### src/rtl/atomic_sequencer_if.sv
// Pipeline-side and data-memory-side signals of the RV32A atomic sequencer.
// master: pipeline/memory environment; slave: the sequencer itself.
// Pure wiring bundle, no logic or latency of its own.
interface atomic_sequencer_if #(
    parameter int XLEN = 32
);
    logic            amo_valid;
    logic [4:0]      amo_funct5;
    logic [XLEN-1:0] amo_addr;
    logic [XLEN-1:0] amo_rs2;
    logic            interrupt;
    logic            store_snoop_valid;
    logic [XLEN-1:0] store_snoop_addr;
    logic [XLEN-1:0] mem_rdata;
    logic            mem_ack;
    logic            mem_req;
    logic            mem_we;
    logic [XLEN-1:0] mem_addr;
    logic [XLEN-1:0] mem_wdata;
    logic            atomic_unit_stall;
    logic            atomic_unit_hazard;
    logic [XLEN-1:0] amo_result;
    logic            reservation_valid;

    modport master (
        output amo_valid, amo_funct5, amo_addr, amo_rs2, interrupt,
               store_snoop_valid, store_snoop_addr, mem_rdata, mem_ack,
        input  mem_req, mem_we, mem_addr, mem_wdata, atomic_unit_stall,
               atomic_unit_hazard, amo_result, reservation_valid
    );

    modport slave (
        input  amo_valid, amo_funct5, amo_addr, amo_rs2, interrupt,
               store_snoop_valid, store_snoop_addr, mem_rdata, mem_ack,
        output mem_req, mem_we, mem_addr, mem_wdata, atomic_unit_stall,
               atomic_unit_hazard, amo_result, reservation_valid
    );
endinterface

### src/rtl/atomic_sequencer.sv
// RV32A sequencer (LR/SC/AMO) at MEM: owns the reservation, runs read-modify-write on data memory.
// Latency: LR 3, SC fail 2, SC ok 3, AMO 4 cycles start..DONE; +1 per cycle mem_ack is withheld.
// Backpressure: holds mem_req/addr/wdata steady until mem_ack; freezes the pipeline via atomic_unit_stall.
module atomic_sequencer #(
    parameter int XLEN = 32
) (
    input  logic              clk_i,
    input  logic              reset_i,
    atomic_sequencer_if.slave bus
);
    localparam logic [1:0] S_IDLE  = 2'd0;
    localparam logic [1:0] S_READ  = 2'd1;
    localparam logic [1:0] S_WRITE = 2'd2;
    localparam logic [1:0] S_DONE  = 2'd3;

    localparam logic [4:0] F_LR   = 5'b00010;
    localparam logic [4:0] F_SC   = 5'b00011;
    localparam logic [4:0] F_ADD  = 5'b00000;
    localparam logic [4:0] F_XOR  = 5'b00100;
    localparam logic [4:0] F_AND  = 5'b01100;
    localparam logic [4:0] F_OR   = 5'b01000;
    localparam logic [4:0] F_MIN  = 5'b10000;
    localparam logic [4:0] F_MAX  = 5'b10100;
    localparam logic [4:0] F_MINU = 5'b11000;
    localparam logic [4:0] F_MAXU = 5'b11100;

    logic [1:0]      state_q, state_d;
    logic [4:0]      funct5_q, funct5_d;
    logic [XLEN-1:0] addr_q, addr_d;
    logic [XLEN-1:0] rs2_q, rs2_d;
    logic [XLEN-1:0] old_q, old_d;
    logic            res_valid_q, res_valid_d;
    logic [XLEN-1:2] res_addr_q, res_addr_d;
    logic            sc_fail_q, sc_fail_d;

    logic            start;
    logic            in_is_sc;
    logic            q_is_lr;
    logic            q_is_sc;
    logic            res_hit;
    logic            snoop_hit;
    logic            res_clr;
    logic            lr_set;
    logic [XLEN-1:0] amo_wdata;

    // Word-granular compares; the low two address bits never affect a reservation.
    assign start     = (state_q == S_IDLE) && bus.amo_valid && !bus.interrupt;
    assign in_is_sc  = (bus.amo_funct5 == F_SC);
    assign q_is_lr   = (funct5_q == F_LR);
    assign q_is_sc   = (funct5_q == F_SC);
    assign res_hit   = res_valid_q && (bus.amo_addr[XLEN-1:2] == res_addr_q);
    assign snoop_hit = bus.store_snoop_valid &&
                       ((bus.store_snoop_addr & ~{{(XLEN-2){1'b0}}, 2'b11}) == {res_addr_q, 2'b00});

    // An LR completing its read claims the reservation even if a clear event lands on the same edge.
    assign lr_set  = (state_q == S_READ) && bus.mem_ack && q_is_lr;
    assign res_clr = bus.interrupt || snoop_hit ||
                     ((state_q == S_DONE) && q_is_sc) ||
                     ((state_q == S_WRITE) && bus.mem_ack && !q_is_sc &&
                      (addr_q[XLEN-1:2] == res_addr_q));

    // Read-modify-write operator applied to the captured old value; unknown codes behave as SWAP.
    always_comb begin
        amo_wdata = rs2_q;
        case (funct5_q)
            F_ADD:   amo_wdata = old_q + rs2_q;
            F_XOR:   amo_wdata = old_q ^ rs2_q;
            F_AND:   amo_wdata = old_q & rs2_q;
            F_OR:    amo_wdata = old_q | rs2_q;
            F_MIN:   amo_wdata = ($signed(old_q) < $signed(rs2_q)) ? old_q : rs2_q;
            F_MAX:   amo_wdata = ($signed(old_q) > $signed(rs2_q)) ? old_q : rs2_q;
            F_MINU:  amo_wdata = (old_q < rs2_q) ? old_q : rs2_q;
            F_MAXU:  amo_wdata = (old_q > rs2_q) ? old_q : rs2_q;
            default: amo_wdata = rs2_q;
        endcase
    end

    // Sequencing: latch the instruction at start, then walk READ/WRITE as the memory acks.
    always_comb begin
        state_d   = state_q;
        funct5_d  = funct5_q;
        addr_d    = addr_q;
        rs2_d     = rs2_q;
        old_d     = old_q;
        sc_fail_d = sc_fail_q;
        case (state_q)
            S_IDLE: begin
                if (start) begin
                    funct5_d  = bus.amo_funct5;
                    addr_d    = bus.amo_addr;
                    rs2_d     = bus.amo_rs2;
                    sc_fail_d = 1'b0;
                    if (in_is_sc) begin
                        if (res_hit) begin
                            state_d = S_WRITE;
                        end else begin
                            state_d   = S_DONE;
                            sc_fail_d = 1'b1;
                        end
                    end else begin
                        state_d = S_READ;
                    end
                end
            end
            S_READ: begin
                if (bus.mem_ack) begin
                    old_d   = bus.mem_rdata;
                    state_d = q_is_lr ? S_DONE : S_WRITE;
                end
            end
            S_WRITE: begin
                if (bus.mem_ack) state_d = S_DONE;
            end
            default: state_d = S_IDLE;
        endcase
    end

    // Reservation bookkeeping: set wins over a coincident clear.
    always_comb begin
        res_valid_d = res_valid_q;
        res_addr_d  = res_addr_q;
        if (lr_set) begin
            res_valid_d = 1'b1;
            res_addr_d  = addr_q[XLEN-1:2];
        end else if (res_clr) begin
            res_valid_d = 1'b0;
        end
    end

    // State and datapath registers; reset drops any in-flight access.
    always_ff @(posedge clk_i or posedge reset_i) begin
        if (reset_i) begin
            state_q     <= S_IDLE;
            funct5_q    <= '0;
            addr_q      <= '0;
            rs2_q       <= '0;
            old_q       <= '0;
            res_valid_q <= 1'b0;
            res_addr_q  <= '0;
            sc_fail_q   <= 1'b0;
        end else begin
            state_q     <= state_d;
            funct5_q    <= funct5_d;
            addr_q      <= addr_d;
            rs2_q       <= rs2_d;
            old_q       <= old_d;
            res_valid_q <= res_valid_d;
            res_addr_q  <= res_addr_d;
            sc_fail_q   <= sc_fail_d;
        end
    end

    // Stall is combinational on the start condition but masked during reset so reset forces it low.
    assign bus.atomic_unit_stall  = (start && !reset_i) || (state_q == S_READ) || (state_q == S_WRITE);
    assign bus.atomic_unit_hazard = (state_q == S_DONE);
    assign bus.mem_req            = (state_q == S_READ) || (state_q == S_WRITE);
    assign bus.mem_we             = (state_q == S_WRITE);
    assign bus.mem_addr           = addr_q;
    assign bus.mem_wdata          = (state_q == S_WRITE) ? (q_is_sc ? rs2_q : amo_wdata) : '0;
    assign bus.amo_result         = (state_q != S_DONE) ? '0 :
                                    q_is_sc ? {{(XLEN-1){1'b0}}, sc_fail_q} : old_q;
    assign bus.reservation_valid  = res_valid_q;
endmodule

### src/flat_wrapper.sv
// flat-port wrapper written by rule: the top's interface ports become plain ports
module atomic_sequencer_flat 
#(
    parameter int XLEN = 32
)
  (clk_i, reset_i, bus_amo_valid, bus_amo_funct5, bus_amo_addr, bus_amo_rs2, bus_interrupt, bus_store_snoop_valid, bus_store_snoop_addr, bus_mem_rdata, bus_mem_ack, bus_mem_req, bus_mem_we, bus_mem_addr, bus_mem_wdata, bus_atomic_unit_stall, bus_atomic_unit_hazard, bus_amo_result, bus_reservation_valid);
  atomic_sequencer_if #(.XLEN(XLEN)) bus_i ();
  input  logic clk_i;
  input  logic reset_i;
  input wire logic [$bits(bus_i.amo_valid)-1:0] bus_amo_valid;
  input wire logic [$bits(bus_i.amo_funct5)-1:0] bus_amo_funct5;
  input wire logic [$bits(bus_i.amo_addr)-1:0] bus_amo_addr;
  input wire logic [$bits(bus_i.amo_rs2)-1:0] bus_amo_rs2;
  input wire logic [$bits(bus_i.interrupt)-1:0] bus_interrupt;
  input wire logic [$bits(bus_i.store_snoop_valid)-1:0] bus_store_snoop_valid;
  input wire logic [$bits(bus_i.store_snoop_addr)-1:0] bus_store_snoop_addr;
  input wire logic [$bits(bus_i.mem_rdata)-1:0] bus_mem_rdata;
  input wire logic [$bits(bus_i.mem_ack)-1:0] bus_mem_ack;
  output wire logic [$bits(bus_i.mem_req)-1:0] bus_mem_req;
  output wire logic [$bits(bus_i.mem_we)-1:0] bus_mem_we;
  output wire logic [$bits(bus_i.mem_addr)-1:0] bus_mem_addr;
  output wire logic [$bits(bus_i.mem_wdata)-1:0] bus_mem_wdata;
  output wire logic [$bits(bus_i.atomic_unit_stall)-1:0] bus_atomic_unit_stall;
  output wire logic [$bits(bus_i.atomic_unit_hazard)-1:0] bus_atomic_unit_hazard;
  output wire logic [$bits(bus_i.amo_result)-1:0] bus_amo_result;
  output wire logic [$bits(bus_i.reservation_valid)-1:0] bus_reservation_valid;
  assign bus_i.amo_valid = bus_amo_valid;
  assign bus_i.amo_funct5 = bus_amo_funct5;
  assign bus_i.amo_addr = bus_amo_addr;
  assign bus_i.amo_rs2 = bus_amo_rs2;
  assign bus_i.interrupt = bus_interrupt;
  assign bus_i.store_snoop_valid = bus_store_snoop_valid;
  assign bus_i.store_snoop_addr = bus_store_snoop_addr;
  assign bus_i.mem_rdata = bus_mem_rdata;
  assign bus_i.mem_ack = bus_mem_ack;
  assign bus_mem_req = bus_i.mem_req;
  assign bus_mem_we = bus_i.mem_we;
  assign bus_mem_addr = bus_i.mem_addr;
  assign bus_mem_wdata = bus_i.mem_wdata;
  assign bus_atomic_unit_stall = bus_i.atomic_unit_stall;
  assign bus_atomic_unit_hazard = bus_i.atomic_unit_hazard;
  assign bus_amo_result = bus_i.amo_result;
  assign bus_reservation_valid = bus_i.reservation_valid;
  atomic_sequencer #(.XLEN(XLEN)) u_core (.clk_i(clk_i), .reset_i(reset_i), .bus(bus_i));
endmodule
### config.mk
export PLATFORM = sky130hd
export DESIGN_NAME = atomic_sequencer_flat
export DESIGN_NICKNAME = d
export VERILOG_FILES = /design/src/rtl/atomic_sequencer_if.sv /design/src/rtl/atomic_sequencer.sv /design/src/flat_wrapper.sv
export SDC_FILE = /design/constraint.sdc
export NUM_CORES = 1
export LEC_CHECK = 0
export CAP_MARGIN = 20
export CORE_MARGIN = 4
export CORE_UTILIZATION = 35
export DETAILED_ROUTE_END_ITERATION = 12
export DONT_BUFFER_PORTS = 1
export PLACE_DENSITY = 0.54
export RECOVER_POWER = 50
export SYNTH_ARGS = -nofsm -noshare
export SYNTH_HDL_FRONTEND = slang
export SYNTH_SLANG_ARGS = --single-unit
### constraint.sdc
create_clock -name clk_i -period 8.37 [get_ports clk_i]
set_input_delay 1.674 -clock clk_i [delete_from_list [all_inputs] [get_ports clk_i]]
set_output_delay 1.674 -clock clk_i [all_outputs]
set_load 0.1 [all_outputs]
== Yosys cells after proc, flatten, opt, wreduce, memory -nomap -nowiden ==
Index checks and enable logic that the tools add are counted.

* Multiplexer cells: 20
* $add $sub $neg: 1
* Reduce and logical (&&, ||, !) cells: 26
* Equal/unequal tests: 20
* Bitwise operators: 3
* $lt $le $gt $ge: 4

{| class="wikitable"
|+ Operators by type and width
! operator !! count
|-
| 32-bit two-way mux || 8
|-
| 32-bit case mux with 8 select lines || 1
|-
| 30-bit == test || 3
|-
| 32-bit greater-than comparator || 2
|-
| 32-bit < comparator || 2
|-
| 32-bit adder || 1
|-
| 32-bit bitwise AND || 1
|-
| 32-bit bitwise OR || 1
|-
| 32-bit XOR || 1
|-
| 5-bit == test (second input constant) || 4
|-
| 5-bit by 2-bit == test with 1-bit output (second input constant) || 3
|-
| 1-bit logical AND || 11
|-
| 5-bit by 4-bit == test with 1-bit output (second input constant) || 2
|-
| 2-bit two-way mux || 4
|-
| 1-bit logical OR || 6
|-
| 1-bit two-way mux || 6
|-
| 2-bit != test (second input constant) || 3
|-
| 2-bit case mux with 3 select lines || 1
|-
| 5-bit by 3-bit == test with 1-bit output (second input constant) || 1
|-
| 5-bit logical NOT || 1
|-
| 2-bit == test (second input constant) || 2
|-
| 2-bit AND reduction || 2
|-
| 1-bit logical NOT || 3
|-
| 3-bit AND reduction || 1
|-
| 4 further kinds || 4
|}

* Output and inout port bits: 101
* Word-level logic and storage cells: 82
* Register bits after elaboration: 135

== Logic depth before layout (Yosys ltp) ==
* Depth after elaboration: 7
* Gate-level depth with buffers: 15

== Least setup slack after synthesis ==
OpenSTA, ideal clock, no wires.

* Path kind: register to output
* Start: register u_core.old_q[27]
* End: output port bus_mem_wdata[19]
* Data arrival time: 7195 ps
* Required time: 6696 ps
* Slack: -499 ps
* Buffers on the path: 2
* Cell stages (with the launch flop): 14
* Cell sequence: dfrtp_1 inv_1 ha_1 buf_2 nor4_2 nand3_1 a21oi_1 nor4_4 nand2b_1 a21oi_1 or2_1 buf_6 a211oi_1 a2111oi_0

* Word-level cells in the longest chain between the ends: 5

{| class="wikitable"
|+ Ends and longest elaborated chain
! element !! line !! RTL
|-
| start, declared || atomic_sequencer.sv:31 || <nowiki>logic [XLEN-1:0] old_q, old_d;</nowiki>
|-
| start signal, assigned || atomic_sequencer.sv:146 || <nowiki>old_q <= old_d;</nowiki>
|-
| 32-bit greater-than comparator, or another cell as far along || atomic_sequencer.sv:73 || <nowiki>F_MAXU: amo_wdata = (old_q > rs2_q) ? old_q : rs2_q;</nowiki>
|-
| 32-bit two-way mux, on equally long branches || - ||
|-
| 32-bit case mux with 8 select lines * || atomic_sequencer.sv:65 || <nowiki>case (funct5_q)</nowiki>
|-
| 32-bit two-way mux * (2 in series) || atomic_sequencer.sv:159 || <nowiki>assign bus.mem_wdata = (state_q == S_WRITE) ? (q_is_sc ? rs2_q : amo_wdata) : '0;</nowiki>
|-
| end, declared || flat_wrapper.sv:22 || <nowiki>output wire logic [$bits(bus_i.mem_wdata)-1:0] bus_mem_wdata;</nowiki>
|}

Mark *: on every way between the ends. The rest lies on a longest branch, timed or not.

== Worst setup path in the final report ==
* Start: register u_core.rs2_q[13]
* End: output port bus_mem_wdata[19]

* Word-level cells in the longest chain between the ends: 5

{| class="wikitable"
|+ Ends and longest elaborated chain
! element !! line !! RTL
|-
| start, declared || atomic_sequencer.sv:30 || <nowiki>logic [XLEN-1:0] rs2_q, rs2_d;</nowiki>
|-
| start signal, assigned || atomic_sequencer.sv:145 || <nowiki>rs2_q <= rs2_d;</nowiki>
|-
| 32-bit greater-than comparator, or another cell as far along || atomic_sequencer.sv:73 ||
|-
| 32-bit two-way mux, on equally long branches || - ||
|-
| 32-bit case mux with 8 select lines * || atomic_sequencer.sv:65 ||
|-
| 32-bit two-way mux * (2 in series) || atomic_sequencer.sv:159 ||
|}

Marks and branches as above.

==> flow_summary.toml <==
[setup_path]
startpoint = "u_core.rs2_q[13]"
r2r_cells = 6
crit_chain = "inv_1 -> ha_1 -> nor4_1 -> nand4_1 -> a21oi_1 -> o41ai_4 -> nand3_2 -> and3_1 -> or2_1 -> buf_4 -> a2111oi_0 -> a2111oi_2 -> buf_16"
timing.reg2reg.setup_slack_ns = 4.71
cp-start-kind = "flop"
cp_slowest_cell = "a2111oi_2"
crit_fanout = 12
crit_required_ns = 6.70
crit_type = "reg -> out"
crit_arrival_ns = 5.26
path_delay_family = "simple AND/OR/NAND/NOR gates"
timing.rr.start = "u_core.state_q[0]"
r2r_end = "u_core.rs2_q[17]"
path_buf_inv = 3
cp-endpoint = "bus_mem_wdata[19]"
max_stage_delay_ns = 0.68
endpoint_kind = "output pin"
crit_cells = 13

[die]
dieArea_um2 = 34900
die_x_um = 187
die_h_um = 187
start_util_pct = 35.5
rows = 65
core_um2 = 31600
io_pins = 240

[synth]
synth_area_per_cell_um2 = 9.31
ys_seq_area_share_pct = 30.2
syn_nets = 1443
synth_cell_type_count = 78
ys.flop_type = "dfrtp_1"
synth-edff-count = 0
syn-instance-count = 1203
netlist_area_um2 = 11200
async_reset_ff_share_pct = 100
synth-seq-cells = 135
yosys_warnings = 0

[timing]
finalCriticalPeriod_ns = 6.94
rsz0062_at_grt = "no"
tightest_slew_ns = 3.86
slew_headroom_pct = -158
setup_tns_ns = 0
finalHoldViolCount = 0
timing.fmax_mhz = 144
fin_crit_sh_pct = 82.9
setup_viol = 0
finClkSkew_ns = 0.0152
setup_ws_ns = 1.43
maxSlewViolCount = 237

[status]
status = "finished, violations left"
failed_checks = "max-capacitance violations, max-slew violations"

[cells_and_area]
n_antenna_cell = 0
fillers = 3161
fin_util_pct = 39.8
layout-area-overhead-vs-synth_pct = 12.3
layout.nets = 1428
layout-drive-gt1-share_pct = 20.3

[route]
ant_nets = 0
viasPerCell = 5.81
vias = 9307
dr.first_iter.drc_count = 579
drc = 0
dr.pass1.iters = 6
wl_per_cell_um = 23.8
wl_um = 38100

[clocking]
cts_tree = "done"
cts_setup_buffers = 0
root_buffer = "clkbuf_16"
cts_resized = 0
cts.clk_slew.worst_paths_ns = 0.07
clock_latency_ns = 0.44
clkSinkCount = 135
cts_made_buffers = 17
cts_hold_buf = 0
htree_levels = 4
clk_path_buf_depth = 2

[place]
port_buffers = 0
dpl.hpwl_um = 28300
place_ws_ns = 1.94
gp_congestion = 0.933

[global_routing]
track_usage_pct = 21.4
antenna_found_initial = 3
grt_pass1_wl_um = 58300
grt_max_degree = 84
grt_pass1_vias = 9558
gr-total-overflow = 0

[worst_hold_path]
hold_class = "reg -> reg"

[run]
cap_viol_max_count = 5
[per-layer routing]
metal	global-route usage, %	part of all wire (%)	vias up
met5	0	0.11	-
met4	7.25	3.2	6
met3	7.86	8.6	71
met2	35.3	47	342
met1	25.9	41	4541
li1	-	-	4347
[worst reg2reg max path: stages (launching register included)]
cell and delay (ns):
dfrtp_1 0.38, inv_1 0.09, ha_1 0.25, nand3b_1 0.15, clkbuf_1 1.49, buf_4 0.73
mux2_2 0.44
[layout make-up]
type                    instances  area [µm²]  share of cell area (%)
multi-input cells             916        7530                    59.9
clock inverters                12         143                    1.13
flip-flops and latches        135        3380                    26.9
inverters                      85         320                    2.55
well taps                     402         503                    4.00
repair buffers                 33         260                    2.07
clock buffers                  19         433                    3.44
[worst min path at each step]
stage                     start                to  depth (start not counted)
6_report       u_core.sc_fail_q  u_core.sc_fail_q                          2
5_1_grt        u_core.sc_fail_q  u_core.sc_fail_q                          2
3_3_place_gp   u_core.sc_fail_q  u_core.sc_fail_q                          2
2_1_floorplan  u_core.sc_fail_q  u_core.sc_fail_q                          2
4_1_cts        u_core.sc_fail_q  u_core.sc_fail_q                          2
3_5_place_dp   u_core.sc_fail_q  u_core.sc_fail_q                          2
[cell usage in the layout, fill, tap and decap left out, types with 6 or more instances in the layout]
| cell type | n |
|---|---|
| clkbuf_1 | 6 |
| nor2_1 | 48 |
| inv_1 | 82 |
| xor2_1 | 54 |
| clkbuf_16 | 17 |
| buf_4 | 27 |
| o211ai_1 | 12 |
| nor4_1 | 21 |
| o21bai_1 | 6 |
| xnor2_1 | 53 |
| and3_1 | 38 |
| a21oi_1 | 70 |
| a21o_1 | 11 |
| a31oi_1 | 13 |
| nand4_1 | 21 |
| nand3_1 | 16 |
| mux2_2 | 133 |
| a211oi_1 | 9 |
| o21a_1 | 6 |
| dfrtp_1 | 135 |
| a221oi_1 | 18 |
| o21ai_0 | 64 |
| o32ai_4 | 8 |
| ha_1 | 98 |
| o31ai_1 | 6 |
| a22oi_1 | 9 |
| nor3_1 | 10 |
| nand2_1 | 70 |
| mux2i_1 | 7 |
| a211oi_4 | 6 |
| nor2b_1 | 11 |
[logic make-up (layout without fill, tap and decap cells)]
family / Yosys count / in the layout / share of synthesized area [%]
AO/OA/AOI/OAI: 301 / 301 / 18.3
XOR/XNOR: 107 / 107 / 8.37
adder cells (fa/ha/maj): 101 / 101 / 11.4
buffers and inverters: 152 / 149 / 5.40
flip-flops: 135 / 135 / 30.2
multiplexers: 140 / 140 / 14.0
AND/OR/NAND/NOR: 267 / 267 / 12.4
[flip-flops by register name, indices dropped and copies added (netlist names)]
| signal | cells |
|---|---|
| u_core.res_addr_q | 30 |
| u_core.old_q | 32 |
| u_core.rs2_q | 32 |
| u_core.state_q | 2 |
| u_core.funct5_q | 5 |
| u_core.sc_fail_q | 1 |
| u_core.bus.reservation_valid | 1 |
| u_core.bus.mem_addr | 32 |
[through the flow]
step | instance area (µm²) | cells | hold slack [ns]
2_1_floorplan | 11200 | 1203 | 0.448
4_1_cts | 12600 | 1602 | 0.501
6_report | 12600 | 1602 | 0.497
3_3_place_gp | 12000 | 1570 | 0.480
3_5_place_dp | 12000 | 1571 | 0.485
5_1_grt | 12600 | 1602 | 0.518
[synthesized netlist by cell type, types with 15 or more instances]
cell type | n | area (µm²)
a31oi_1 | 15 | 93.8
o21ai_0 | 65 | 325
a221oi_1 | 19 | 166
mux2_2 | 133 | 1500
dfrtp_1 | 135 | 3380
ha_1 | 100 | 1250
nand2_1 | 70 | 263
a211oi_1 | 15 | 113
nor4_1 | 22 | 138
inv_1 | 83 | 312
nand3_1 | 16 | 80.1
clkbuf_1 | 48 | 180
nor2_1 | 49 | 184
a21oi_1 | 75 | 375
xor2_1 | 54 | 473
and3_1 | 38 | 238
nand4_1 | 21 | 131
xnor2_1 | 53 | 464
Power is not shown: default switching activity piles up to over one toggle a cycle in this logic, so the estimate is an artifact.
